===== config.mk =====
export PLATFORM = sky130hd
export DESIGN_NAME = sig_frame_rx
export DESIGN_NICKNAME = d
export VERILOG_FILES = /design/src/rtl/sig_frame_rx.sv
export SDC_FILE = /design/constraint.sdc
export NUM_CORES = 1
export LEC_CHECK = 0
export ABC_AREA = 1
export ABC_CLOCK_PERIOD_IN_PS = 2850
export BUFFER_PORTS_ARGS = -buffer_cell sky130_fd_sc_hd__buf_2
export CORE_MARGIN = 2
export CORE_UTILIZATION = 60
export CTS_CLUSTER_DIAMETER = 80
export CTS_CLUSTER_SIZE = 40
export DETAILED_ROUTE_END_ITERATION = 12
export PLACE_DENSITY = 0.86
export RECOVER_POWER = 25
export SYNTH_ARGS = -nofsm -noshare
export SYNTH_HDL_FRONTEND = slang
export SYNTH_SLANG_ARGS = --single-unit

===== constraint.sdc =====
create_clock -name clk -period 2.85 [get_ports clk]
set_input_delay 0.285 -clock clk [delete_from_list [all_inputs] [get_ports clk]]
set_output_delay 0.285 -clock clk [all_outputs]
set_load 0.02 [all_outputs]

===== src/rtl/sig_frame_rx.sv =====
`default_nettype none
// ============================================================================
// Module   : sig_frame_rx
// Brief    : Serial frame receiver (start/data/parity/stop) with a
//            valid/ready output, error pulses and a good-frame counter.
// Revision : 1.0
// ============================================================================
module sig_frame_rx #(
    parameter int DATA_W     = 8,
    parameter int PARITY_EN  = 1,
    parameter int PARITY_ODD = 0,
    parameter int CNT_W      = 16
) (
    input  logic              clk,
    input  logic              reset,
    input  logic              sig,
    output logic [DATA_W-1:0] data_out,
    output logic              data_valid,
    input  logic              data_ready,
    output logic              frame_err,
    output logic              parity_err,
    output logic              overflow,
    output logic [CNT_W-1:0]  frame_count
);

    localparam int BCW = (DATA_W > 1) ? $clog2(DATA_W) : 1;
    localparam logic [BCW-1:0] C_LAST_BIT = BCW'(DATA_W - 1);

    typedef enum logic [2:0] {
        S_IDLE   = 3'd0,
        S_DATA   = 3'd1,
        S_PARITY = 3'd2,
        S_STOP   = 3'd3,
        S_BREAK  = 3'd4
    } state_t;

    state_t            r_state;
    logic [BCW-1:0]    r_bit_cnt;
    logic [DATA_W-1:0] r_shreg;
    logic              r_par_bad;

    logic              w_par_req;
    logic [DATA_W-1:0] w_shift_next;
    logic              w_out_free;

    // Concatenate-then-drop keeps the LSB-first shift legal when DATA_W is 1.
    logic [DATA_W:0]   w_shift_wide;
    assign w_shift_wide = {sig, r_shreg};
    assign w_shift_next = w_shift_wide[DATA_W:1];

    assign w_out_free   = ~data_valid | data_ready;

    generate
        if (PARITY_EN != 0) begin : g_parity
            assign w_par_req = (^r_shreg) ^ (PARITY_ODD != 0);
        end else begin : g_no_parity
            assign w_par_req = 1'b0;
        end
    endgenerate

    always_ff @(posedge clk) begin
        if (reset) begin
            r_state     <= S_IDLE;
            r_bit_cnt   <= '0;
            r_shreg     <= '0;
            r_par_bad   <= 1'b0;
            data_out    <= '0;
            data_valid  <= 1'b0;
            frame_err   <= 1'b0;
            parity_err  <= 1'b0;
            overflow    <= 1'b0;
            frame_count <= '0;
        end else begin
            frame_err  <= 1'b0;
            parity_err <= 1'b0;
            overflow   <= 1'b0;

            // A load in the STOP branch below overrides this drop.
            if (data_valid && data_ready) begin
                data_valid <= 1'b0;
            end

            case (r_state)
                S_IDLE: begin
                    if (!sig) begin
                        r_state   <= S_DATA;
                        r_bit_cnt <= '0;
                        r_par_bad <= 1'b0;
                    end
                end

                S_DATA: begin
                    r_shreg   <= w_shift_next;
                    r_bit_cnt <= r_bit_cnt + 1'b1;
                    if (r_bit_cnt == C_LAST_BIT) begin
                        r_state <= (PARITY_EN != 0) ? S_PARITY : S_STOP;
                    end
                end

                S_PARITY: begin
                    r_par_bad <= (sig != w_par_req);
                    r_state   <= S_STOP;
                end

                S_STOP: begin
                    if (sig) begin
                        r_state <= S_IDLE;
                        if (r_par_bad) begin
                            parity_err <= 1'b1;
                        end else begin
                            frame_count <= frame_count + 1'b1;
                            if (w_out_free) begin
                                data_out   <= r_shreg;
                                data_valid <= 1'b1;
                            end else begin
                                overflow <= 1'b1;
                            end
                        end
                    end else begin
                        // Framing error wins over any pending parity mismatch.
                        frame_err <= 1'b1;
                        r_state   <= S_BREAK;
                    end
                end

                S_BREAK: begin
                    if (sig) begin
                        r_state <= S_IDLE;
                    end
                end

                default: begin
                    r_state <= S_IDLE;
                end
            endcase
        end
    end

endmodule
`default_nettype wire


==> summary.txt, run 1 <==
Core area = 3310 µm²
Top-area cell type share of the netlist area = 0.421
First-iteration detailed-routing DRC count = 85
Avg Vias per Cell = 5.10
Worst slack on hold paths = 0.257 ns
Routed vias = 1896
DRC violations left = 0
EDFF count, synth = 0
Leakage power of the design = 1.06 nW
Core occupancy in the finished layout = 0.689
Power density cells = 538 nW/µm²
Post-Synthesis Cells = 295
Pwr Total = 1.23 mW
Commonest register cell after synthesis = dfxtp_1
Syn nets = 302
Library cell occupying the most area in the post-synthesis netlist = dfxtp_1
Post-synth cell types = 33
Number of antenna violations at the first check in global routing = 0
Max VDD drop = 399 µV
# H-tree levels = 2
Clock transition at path regs = 0.12 ns
Cell row count = 21
Leading post-synthesis cells by instance count = 80 x nand2_1, 43 x dfxtp_1, 39 x inv_1
Result of the run = complete, no violations
Async set or reset register ratio after synthesis = 0
Worst hold path cell count = 3
Post-CTS Setup Bufs = 0
Detailed-route wire length = 4160 µm
TritonCTS clock tree = yes
Fmax achieved = 538 MHz
Time the worst path needs with I/O delays and setup = 1.86 ns
Number of global-route vias before repair = 1690
Maximum Capacitance Violations = 0
Data required time of the critical path = 3.09 ns
Actual transition at the worst max-transition pin = 0.717 ns
Sequential fraction of the synthesis area = 0.421
Setup repair after global routing missed its margin = false
Startpoint-to-endpoint class of the critical path = flop to flop
Combined area of all synthesized cells = 2050 µm²
Endpoint kind of the worst setup timing path = flop
Layout cells sized above 1 = 0.123
# clock sinks = 43
All-layer global routing usage = 0.232
Setup total negative slack = 0 ns
Routed wirelength normalized by instance count = 11.2 µm
Yosys warning count = 0
Worst Reg-to-Reg Cells = 6
Cts hold-fix bufs = 0
WP data arrival = 2.10 ns
Die span in x = 62.4 µm
Max Slew Vio Count = 0
Remaining number of nets flagged by the antenna check after routing = 0
I/O pin count = 32
Chip Height = 62.4 µm
Final Skew = 0.00647 ns
Number of search-and-repair iterations in the first detailed-routing pass = 5
Post-synthesis register bit count = 43
Post-route clock period utilization = 0.652
Clk_lat worst skew = 0.36 ns
Final net count = 333
Largest net degree at the start of global routing = 24
Total gr overflow = 0
Type of origin of the critical path = flop
Number of endpoints with negative hold slack in the final report = 0
Most frequent cell after synthesis = nand2_1
Number of CTS-inserted buffers = 5
Placer congestion estimate = 0.840
Rel. slew slack = 0.522
Filler cells = 315
Synthesized area divided by synthesized cell count = 6.94 µm²
Max Root-Sink Buffers = 2
Global-route wire length before repair = 7280 µm
Area growth, synth to finish = 11.4%
Effective utilization at floorplan = 0.618
Top cells by area, synth = dfxtp_1 42%, nand2_1 15%, inv_1 7.2%
# diodes = 0
Final setup viols = 0
Resize count post-CTS = 0
DP Wirelength = 3120 µm
Root cell of the clock tree = clkbuf_4
Area of the die = 3900 µm²
Port-buffer cells = 31
Worst min-delay path class = input port to flop
Crit path max fanout = 16
[worst paths after layout]
check / startpoint / endpoint / slack (ns)
max: r_state[2] / data_out[2] / 0.99
min: sig / parity_err / 0.26
max reg2reg: r_state[2] / data_out[2] / 0.99
min reg2reg: data_out[7] / data_out[7] / 0.47
[sequential cells by signal, indices dropped and copies added, names as in the netlist, 3 cells and up]
register     flops
frame_count     16
r_shreg          8
r_bit_cnt        3
data_out         8
r_state          3
[power breakdown]
group / internal, mW / leakage (nW) / total (mW) / switching, mW
Combinational: 0.0675 / 0.679 / 0.193 / 0.125
Clock: 0.180 / 0.0373 / 0.375 / 0.196
Sequential: 0.626 / 0.348 / 0.658 / 0.0321
Total: 0.873 / 1.06 / 1.23 / 0.353
[metal layers]
layer | vias to the layer above | part of all wire | global-route usage
met5 | - | 0 | 0
met4 | 0 | 0.020 | 0.0861
met3 | 9 | 0.048 | 0.0613
met2 | 42 | 0.46 | 0.370
met1 | 846 | 0.48 | 0.303
li1 | 999 | - | -
[layout make-up]
type	count	area, µm²	share of cell area
Clock inverter	2	37.5	0.0165
Inverter	41	154	0.0675
Tap cell	46	57.6	0.0252
Sequential cell	43	861	0.378
Timing Repair Buffer	32	145	0.0637
Multi-Input combinational cell	203	987	0.433
Clock buffer	5	37.5	0.0165
[per-stage QoR]
step / cell area, µm² / worst slack, ns / instances
2_1_floorplan: 2050 / 1.42 / 295
4_1_cts: 2300 / 1.06 / 372
3_5_place_dp: 2230 / 1.10 / 365
6_report: 2280 / 0.991 / 372
5_1_grt: 2280 / 0.763 / 372
3_3_place_gp: 2230 / 1.16 / 365
[logic make-up (layout without fill, tap and decap cells)]
| family | Yosys count | count (layout) | synth area share |
|---|---|---|---|
| and+or+nand+nor | 150 | 150 | 0.336 |
| AOI/OAI and AO/OA | 49 | 49 | 0.127 |
| buffers and inverters | 49 | 80 | 0.0947 |
| DFF | 43 | 43 | 0.421 |
| adders and majority gates | 3 | 3 | 0.0183 |
| xor gates and xnor gates | 1 | 1 | 0.00428 |
[critical path, stage by stage, from the launching register on]
cell and delay, ns:
dfxtp_1 0.35, inv_1 0.10, nand3_1 0.16, nor3_4 0.56, nand2_1 0.34, nand2_1 0.15, a21oi_1 0.07
[placed cells by master (no fill, tap or decap), types with 2 or more instances in the layout]
cell type  instances
dfxtp_1           43
nor3_1             4
o21ai_0           14
ha_1               3
clkbuf_4           5
o21ai_1            2
a21oi_2            2
nand3_1           20
a21oi_1           28
nand4_1            2
nor2_1            31
inv_1             40
nand2_4            2
nand2_1           80
nand3b_1           2
buf_2             20
clkbuf_1          12
Note: power is estimated with default switching activity, not from simulation.
==> run 2, diff against run 1 <==
--- a/config.mk
+++ b/config.mk
@@ -6,14 +6,14 @@
 export NUM_CORES = 1
 export LEC_CHECK = 0
 export ABC_AREA = 1
-export ABC_CLOCK_PERIOD_IN_PS = 2850
+export ABC_CLOCK_PERIOD_IN_PS = 1500
 export BUFFER_PORTS_ARGS = -buffer_cell sky130_fd_sc_hd__buf_2
 export CORE_MARGIN = 2
-export CORE_UTILIZATION = 60
+export CORE_UTILIZATION = 50
 export CTS_CLUSTER_DIAMETER = 80
 export CTS_CLUSTER_SIZE = 40
 export DETAILED_ROUTE_END_ITERATION = 12
-export PLACE_DENSITY = 0.86
+export PLACE_DENSITY = 0.77
 export RECOVER_POWER = 25
 export SYNTH_ARGS = -nofsm -noshare
 export SYNTH_HDL_FRONTEND = slang
==> constraint.sdc (replaced) <==
create_clock -name clk -period 1.5 [get_ports clk]
set_input_delay 0.15 -clock clk [delete_from_list [all_inputs] [get_ports clk]]
set_output_delay 0.15 -clock clk [all_outputs]
set_load 0.02 [all_outputs]
==> summary.txt, run 2 (synthesis results as in run 1) <==
Area of the die = 4620 µm² (+19%)
Die span in x = 68.0 µm (+8.9%)
Met1 capacity usage during global routing = 0.257 (-0.0462)
Switch Pwr = 0.689 mW (+95%)
Sequential cell fraction of total power = 0.488 (-0.049)
Placer congestion estimate = 0.809 (-3.6%)
TritonCTS clock tree = yes
Leading cell type in the layout, fill and taps excluded = nand2_1
Number of endpoints with negative hold slack in the final report = 0 (unchanged)
Number of global-route vias before repair = 1622 (-4.0%)
Routed wirelength normalized by instance count = 10.9 µm (-2.2%)
Final Skew = 0.00531 ns (-0.00117 ns)
Endpoint kind of the worst setup timing path = flop
Pwr Total = 2.56 mW (+110%)
Fmax achieved = 727 MHz (+35%)
Actual transition at the worst max-transition pin = 0.393 ns (-0.324 ns)
Max Root-Sink Buffers = 2 (unchanged)
Clk_lat worst skew = 0.29 ns (-0.07 ns)
Number of search-and-repair iterations in the first detailed-routing pass = 4 (-1)
Placement-stage worst setup slack = 0.104 ns (-0.993 ns)
Fin cells = 388 (+4.3%)
Clock transition at path regs = 0.08 ns (-0.04 ns)
Worst Reg-to-Reg Cells = 7 (+1)
All-layer global routing usage = 0.198 (-0.0341)
Routed vias = 1942 (+2.4%)
Number of CTS-inserted buffers = 5 (unchanged)
Final net count = 344 (+3.3%)
Global-route wire length before repair = 6900 µm (-5.2%)
Leakage power of the design = 1.13 nW (+6.5%)
Hold path endpoint = parity_err
DRC violations left = 0 (unchanged)
Area growth, synth to finish = 18.7%
Power density cells = 1050 nW/µm² (+96%)
Cell row count = 23 (+9.5%)
Number of flip-flops in the largest register = 16 (unchanged)
Startpoint-to-endpoint class of the critical path = flop to flop
Cell internal power dissipation = 1.87 mW (+110%)
Most flop-heavy register = frame_count
Rel. slew slack = 0.736 (+0.214)
First-iteration detailed-routing DRC count = 130 (+53%)
Setup repair after global routing missed its margin = false
Final critical-path setup slack = 0.124 ns (-0.867 ns)
Gate power share = 0.152 (-0.005)
Number of antenna violations at the first check in global routing = 0 (unchanged)
# diodes = 0 (unchanged)
Max Slew Vio Count = 0 (unchanged)
Largest net degree at the start of global routing = 24 (unchanged)
Port-buffer cells = 31 (unchanged)
Effective utilization at floorplan = 0.515 (-0.103)
Register-to-Register Setup Slack = 0.12 ns (-0.87 ns)
Avg Vias per Cell = 5.01 (-1.8%)
Cts hold-fix bufs = 0 (unchanged)
Most frequent cells in the layout = 80 x nand2_1, 42 x dfxtp_1, 39 x inv_1
Time the worst path needs with I/O delays and setup = 1.38 ns (-0.483 ns)
Final setup viols = 0 (unchanged)
Peak-usage layer in the global routing report = met2
Worst hold start = sig
# H-tree levels = 2 (unchanged)
R2R Path Start = frame_count[8]
Core area = 3970 µm² (+20%)
Result of the run = complete, no violations
# clock sinks = 43 (unchanged)
Type of origin of the critical path = flop
Total gr overflow = 0 (unchanged)
Setup total negative slack = 0 ns (unchanged)
DP Wirelength = 3100 µm (-0.60%)
Met2 Usage GRT = 0.320 (-0.0492)
Worst hold path cell count = 3 (unchanged)
Crit path max fanout = 3 (-13)
Root cell of the clock tree = clkbuf_8
Layout cells sized above 1 = 0.157 (+0.0341)
Worst min-delay path class = input port to flop
Remaining number of nets flagged by the antenna check after routing = 0 (unchanged)
# placed instances = 376 (+3.0%)
Leading registers by flop count = frame_count x16, data_out x8, r_shreg x8
Max VDD drop = 684 µV (+71%)
Clock Power Share = 0.360 (+0.054)
Global routing usage on met3 = 0.0461 (-0.0152)
Maximum Capacitance Violations = 0 (unchanged)
Post-route clock period utilization = 0.917 (+0.265)
I/O pin count = 32 (unchanged)
WP data arrival = 1.57 ns (-0.53 ns)
Data required time of the critical path = 1.69 ns (-1.40 ns)
Detailed-route wire length = 4250 µm (+2.0%)
End of the worst register-to-register path = frame_count[14]
Chip Height = 68.0 µm (+8.9%)
Switching power as a share of total power = 0.269 (-0.0189)
==> run 2: changes by cell type in the layout (fill, tap and decap cells not counted), sizes merged <==
cell      before  now
buf           20   28
clkinv         0    1
clkbuf        17   21
clkinvlp       1    0
==> run 2: metrics by stage <==
| stage | hold WS, ns | util | instance area [µm²] |
|---|---|---|---|
| finish | 0.218 | 0.612 | 2430 |
| global route | 0.213 | 0.612 | 2430 |
| CTS | 0.211 | 0.608 | 2410 |
| detailed placement | 0.453 | 0.578 | 2300 |
| global placement | 0.446 | 0.578 | 2300 |
| floorplan | 0.335 | - | 2050 |
==> run 2: layer usage <==
layer	vias up	share of wire
met5	-	0
met3	9	0.046
met2	43	0.44
met4	0	0.015
li1	1014	-
met1	876	0.50
==> run 2: layout make-up <==
class,count,area (µm²)
flip-flops and latches,43,862
well taps,50,62.6
fillers,372,1540
clock inverters,2,35.0
clock buffers,6,82.6
inverters,41,154
repair buffers,43,239
multi-input cells,203,995
==> run 2: power by group through the flow <==
stage                     registers [mW]  clock network (mW)  logic [mW]
final                               1.25               0.922       0.391
after global routing                1.26               0.996       0.447
after CTS                           1.25               0.942       0.389
after detailed placement            1.27                   0       0.383
after global placement              1.27                   0       0.371
after floorplan                     1.26                   0       0.303
==> run 2: what timing repair did <==
action | CTS | global route
setup endpoints to repair | 0 | 12
setup buffers | 0 | 4
gates resized for setup | 0 | 2
hold endpoints to repair | 0 | 0
==> run 2: how the worst max path moves through the flow <==
stage,endpoint,from,cells past startpoint
2_1_floorplan,frame_count[14],frame_count[7],7
3_3_place_gp,frame_count[14],frame_count[10],7
3_5_place_dp,frame_count[12],r_state[0],8
4_1_cts,frame_count[15],r_state[0],8
5_1_grt,frame_count[15],r_state[2],9
6_report,frame_count[14],frame_count[8],7
==> run 2: worst max-delay path, cell delays in order (launching register included) <==
cell and delay [ns]:
dfxtp_1 0.35, nand2_1 0.10, nor3_1 0.33, nand4_2 0.21, nor2_2 0.14, nand2_1 0.06, nand2_1 0.05, nor2_1 0.04
==> run 3, diff against run 2 <==
--- a/config.mk
+++ b/config.mk
@@ -6,14 +6,15 @@
 export NUM_CORES = 1
 export LEC_CHECK = 0
 export ABC_AREA = 1
-export ABC_CLOCK_PERIOD_IN_PS = 1500
+export ABC_CLOCK_PERIOD_IN_PS = 1660
 export BUFFER_PORTS_ARGS = -buffer_cell sky130_fd_sc_hd__buf_2
+export CAP_MARGIN = 20
 export CORE_MARGIN = 2
-export CORE_UTILIZATION = 50
+export CORE_UTILIZATION = 60
 export CTS_CLUSTER_DIAMETER = 80
 export CTS_CLUSTER_SIZE = 40
 export DETAILED_ROUTE_END_ITERATION = 12
-export PLACE_DENSITY = 0.77
+export PLACE_DENSITY = 0.86
 export RECOVER_POWER = 25
 export SYNTH_ARGS = -nofsm -noshare
 export SYNTH_HDL_FRONTEND = slang
==> constraint.sdc (replaced) <==
create_clock -name clk -period 1.66 [get_ports clk]
set_input_delay 0.166 -clock clk [delete_from_list [all_inputs] [get_ports clk]]
set_output_delay 0.166 -clock clk [all_outputs]
set_load 0.02 [all_outputs]
==> summary.txt, run 3 (synthesis results as in run 1) <==
Rel. slew slack = 0.572 (-0.165)
Number of buffer and inverter stages on the critical path = 1 (+1)
Max Root-Sink Buffers = 2 (unchanged)
# diodes = 0 (unchanged)
Global-route wire length before repair = 7640 µm (+11%)
Post-route clock period utilization = 0.931 (+0.0134)
Cell chain of the critical path = nand3_2 > inv_1 > nand3_1 > nor2_2 > nand3_1 > nor2_1 > nor2_1 > nor2_1
Number of endpoints with negative hold slack in the final report = 0 (unchanged)
Leakage power of the design = 1.07 nW (-5.6%)
Number of global-route vias before repair = 1773 (+9.3%)
Clk_lat worst skew = 0.34 ns (+0.05 ns)
Total area of sequential cells = 861 µm² (-0.15%)
Cell row count = 21 (-8.7%)
Core occupancy in the finished layout = 0.700 (+0.0881)
# clock sinks = 43 (unchanged)
TritonCTS clock tree = yes
Die span in x = 62.4 µm (-8.2%)
Largest stage delay on the critical path = 0.42 ns (+0.07 ns)
Pwr Total = 2.10 mW (-18%)
Filler cells = 305 (-18%)
WP data arrival = 1.84 ns (+0.27 ns)
Max Slew Vio Count = 0 (unchanged)
Leading registers by flop count = frame_count x16, data_out x8, r_shreg x8
Power density cells = 905 nW/µm² (-14%)
Port-buffer cells = 31 (unchanged)
Data required time of the critical path = 1.95 ns (+0.26 ns)
All-layer global routing usage = 0.242 (+0.0438)
Leading cell type in the layout, fill and taps excluded = nand2_1
Type of origin of the critical path = flop
Setup total negative slack = 0 ns (unchanged)
Avg Vias per Cell = 5.19 (+3.7%)
Chip Height = 62.4 µm (-8.2%)
Global routing usage on met3 = 0.0595 (+0.0134)
Detailed-route wire length = 4280 µm (+0.80%)
Startpoint-to-endpoint class of the critical path = flop to flop
Number of antenna violations at the first check in global routing = 0 (unchanged)
Total gr overflow = 0 (unchanged)
Largest net degree at the start of global routing = 24 (unchanged)
Number of flip-flops in the largest register = 16 (unchanged)
DP Wirelength = 3140 µm (+1.2%)
DRC violations left = 0 (unchanged)
Post-CTS Setup Bufs = 0 (unchanged)
Area of the die = 3900 µm² (-16%)
Routed wirelength normalized by instance count = 11.4 µm (+4.3%)
Core area = 3310 µm² (-17%)
Met2 Usage GRT = 0.417 (+0.0963)
# H-tree levels = 2 (unchanged)
Effective utilization at floorplan = 0.618 (+0.103)
Area growth, synth to finish = 13.2%
Final net count = 336 (-2.3%)
Most frequent cells in the layout = 80 x nand2_1, 43 x dfxtp_1, 39 x inv_1
Time the worst path needs with I/O delays and setup = 1.54 ns (+0.169 ns)
Resize count post-CTS = 0 (unchanged)
Number of search-and-repair iterations in the first detailed-routing pass = 4 (unchanged)
Final Skew = 0.00215 ns (-0.00316 ns)
Clock transition at path regs = 0.12 ns (+0.04 ns)
Cts hold-fix bufs = 0 (unchanged)
Most flop-heavy register = frame_count
Most used cell along the critical path = nor2_1
Peak-usage layer in the global routing report = met2
Routed vias = 1947 (+0.26%)
Worst min-delay path class = input port to flop
Max VDD drop = 497 µV (-27%)
Fmax achieved = 647 MHz (-11%)
Met1 capacity usage during global routing = 0.300 (+0.0438)
Final setup viols = 0 (unchanged)
Crit path max fanout = 5 (+2)
Layout cells sized above 1 = 0.128 (-0.0291)
Number of CTS-inserted buffers = 5 (unchanged)
Worst path slowest cell = dfxtp_1
Actual transition at the worst max-transition pin = 0.642 ns (+0.249 ns)
Result of the run = complete, no violations
First-iteration detailed-routing DRC count = 135 (+3.8%)
Endpoint kind of the worst setup timing path = flop
I/O pin count = 32 (unchanged)
Top Family by Delay on Critical Path = simple AND/OR/NAND/NOR gates
Root cell of the clock tree = clkbuf_4
Maximum Capacitance Violations = 0 (unchanged)
Area of the multi-input gates = 995 µm² (unchanged)
Remaining number of nets flagged by the antenna check after routing = 0 (unchanged)
Placer congestion estimate = 0.833 (+3.0%)
-- run 3: changes by cell type in the layout (fill, tap and decap cells not counted), sizes merged --
cell	before	now
buf	28	20
clkinv	1	0
-- run 3: layout make-up --
type / count / share of cell area
multi-input combinational: 203 / 0.429
timing repair buffer: 35 / 0.0772
clock inverter: 1 / 0.0130
inverter: 41 / 0.0664
sequential: 43 / 0.371
clock buffer: 6 / 0.0178
tap: 46 / 0.0248
-- run 3: worst paths after layout --
kind,startpoint,to,slack (ns),cells after the start
worst max register to register,r_state[0],frame_count[15],0.12,8
worst min-delay path,sig,parity_err,0.18,3
worst max-delay path,r_state[0],frame_count[15],0.12,8
worst min register to register,data_out[7],data_out[7],0.47,2
-- run 3: worst register-to-register path: stages, from the launching register on --
cell	delay [ns]
dfxtp_1	0.42
nand3_2	0.14
inv_1	0.09
nand3_1	0.16
nor2_2	0.25
nand3_1	0.17
nor2_1	0.13
nor2_1	0.05
nor2_1	0.09
-- run 3: power breakdown --
| part | total [mW] | internal (mW) | switching (mW) |
|---|---|---|---|
| Clock | 0.627 | 0.311 | 0.317 |
| Combinational | 0.342 | 0.123 | 0.219 |
| Sequential | 1.13 | 1.07 | 0.0539 |
| Total | 2.10 | 1.51 | 0.589 |
-- run 3: metal layers --
layer	up-vias	routed length, µm
met4	0	75
met3	8	217
met1	889	1890
li1	1002	-
met5	-	0
met2	48	2100
-- run 3: stage by stage --
step | instances | worst slack (ns) | hold slack (ns) | cell area (µm²)
after global placement | 368 | 0.207 | 0.447 | 2260
after global routing | 375 | -0.0277 | 0.176 | 2320
after floorplan | 295 | 0.234 | 0.351 | 2050
after detailed placement | 368 | 0.165 | 0.454 | 2260
after CTS | 375 | 0.129 | 0.179 | 2330
final | 375 | 0.115 | 0.185 | 2320
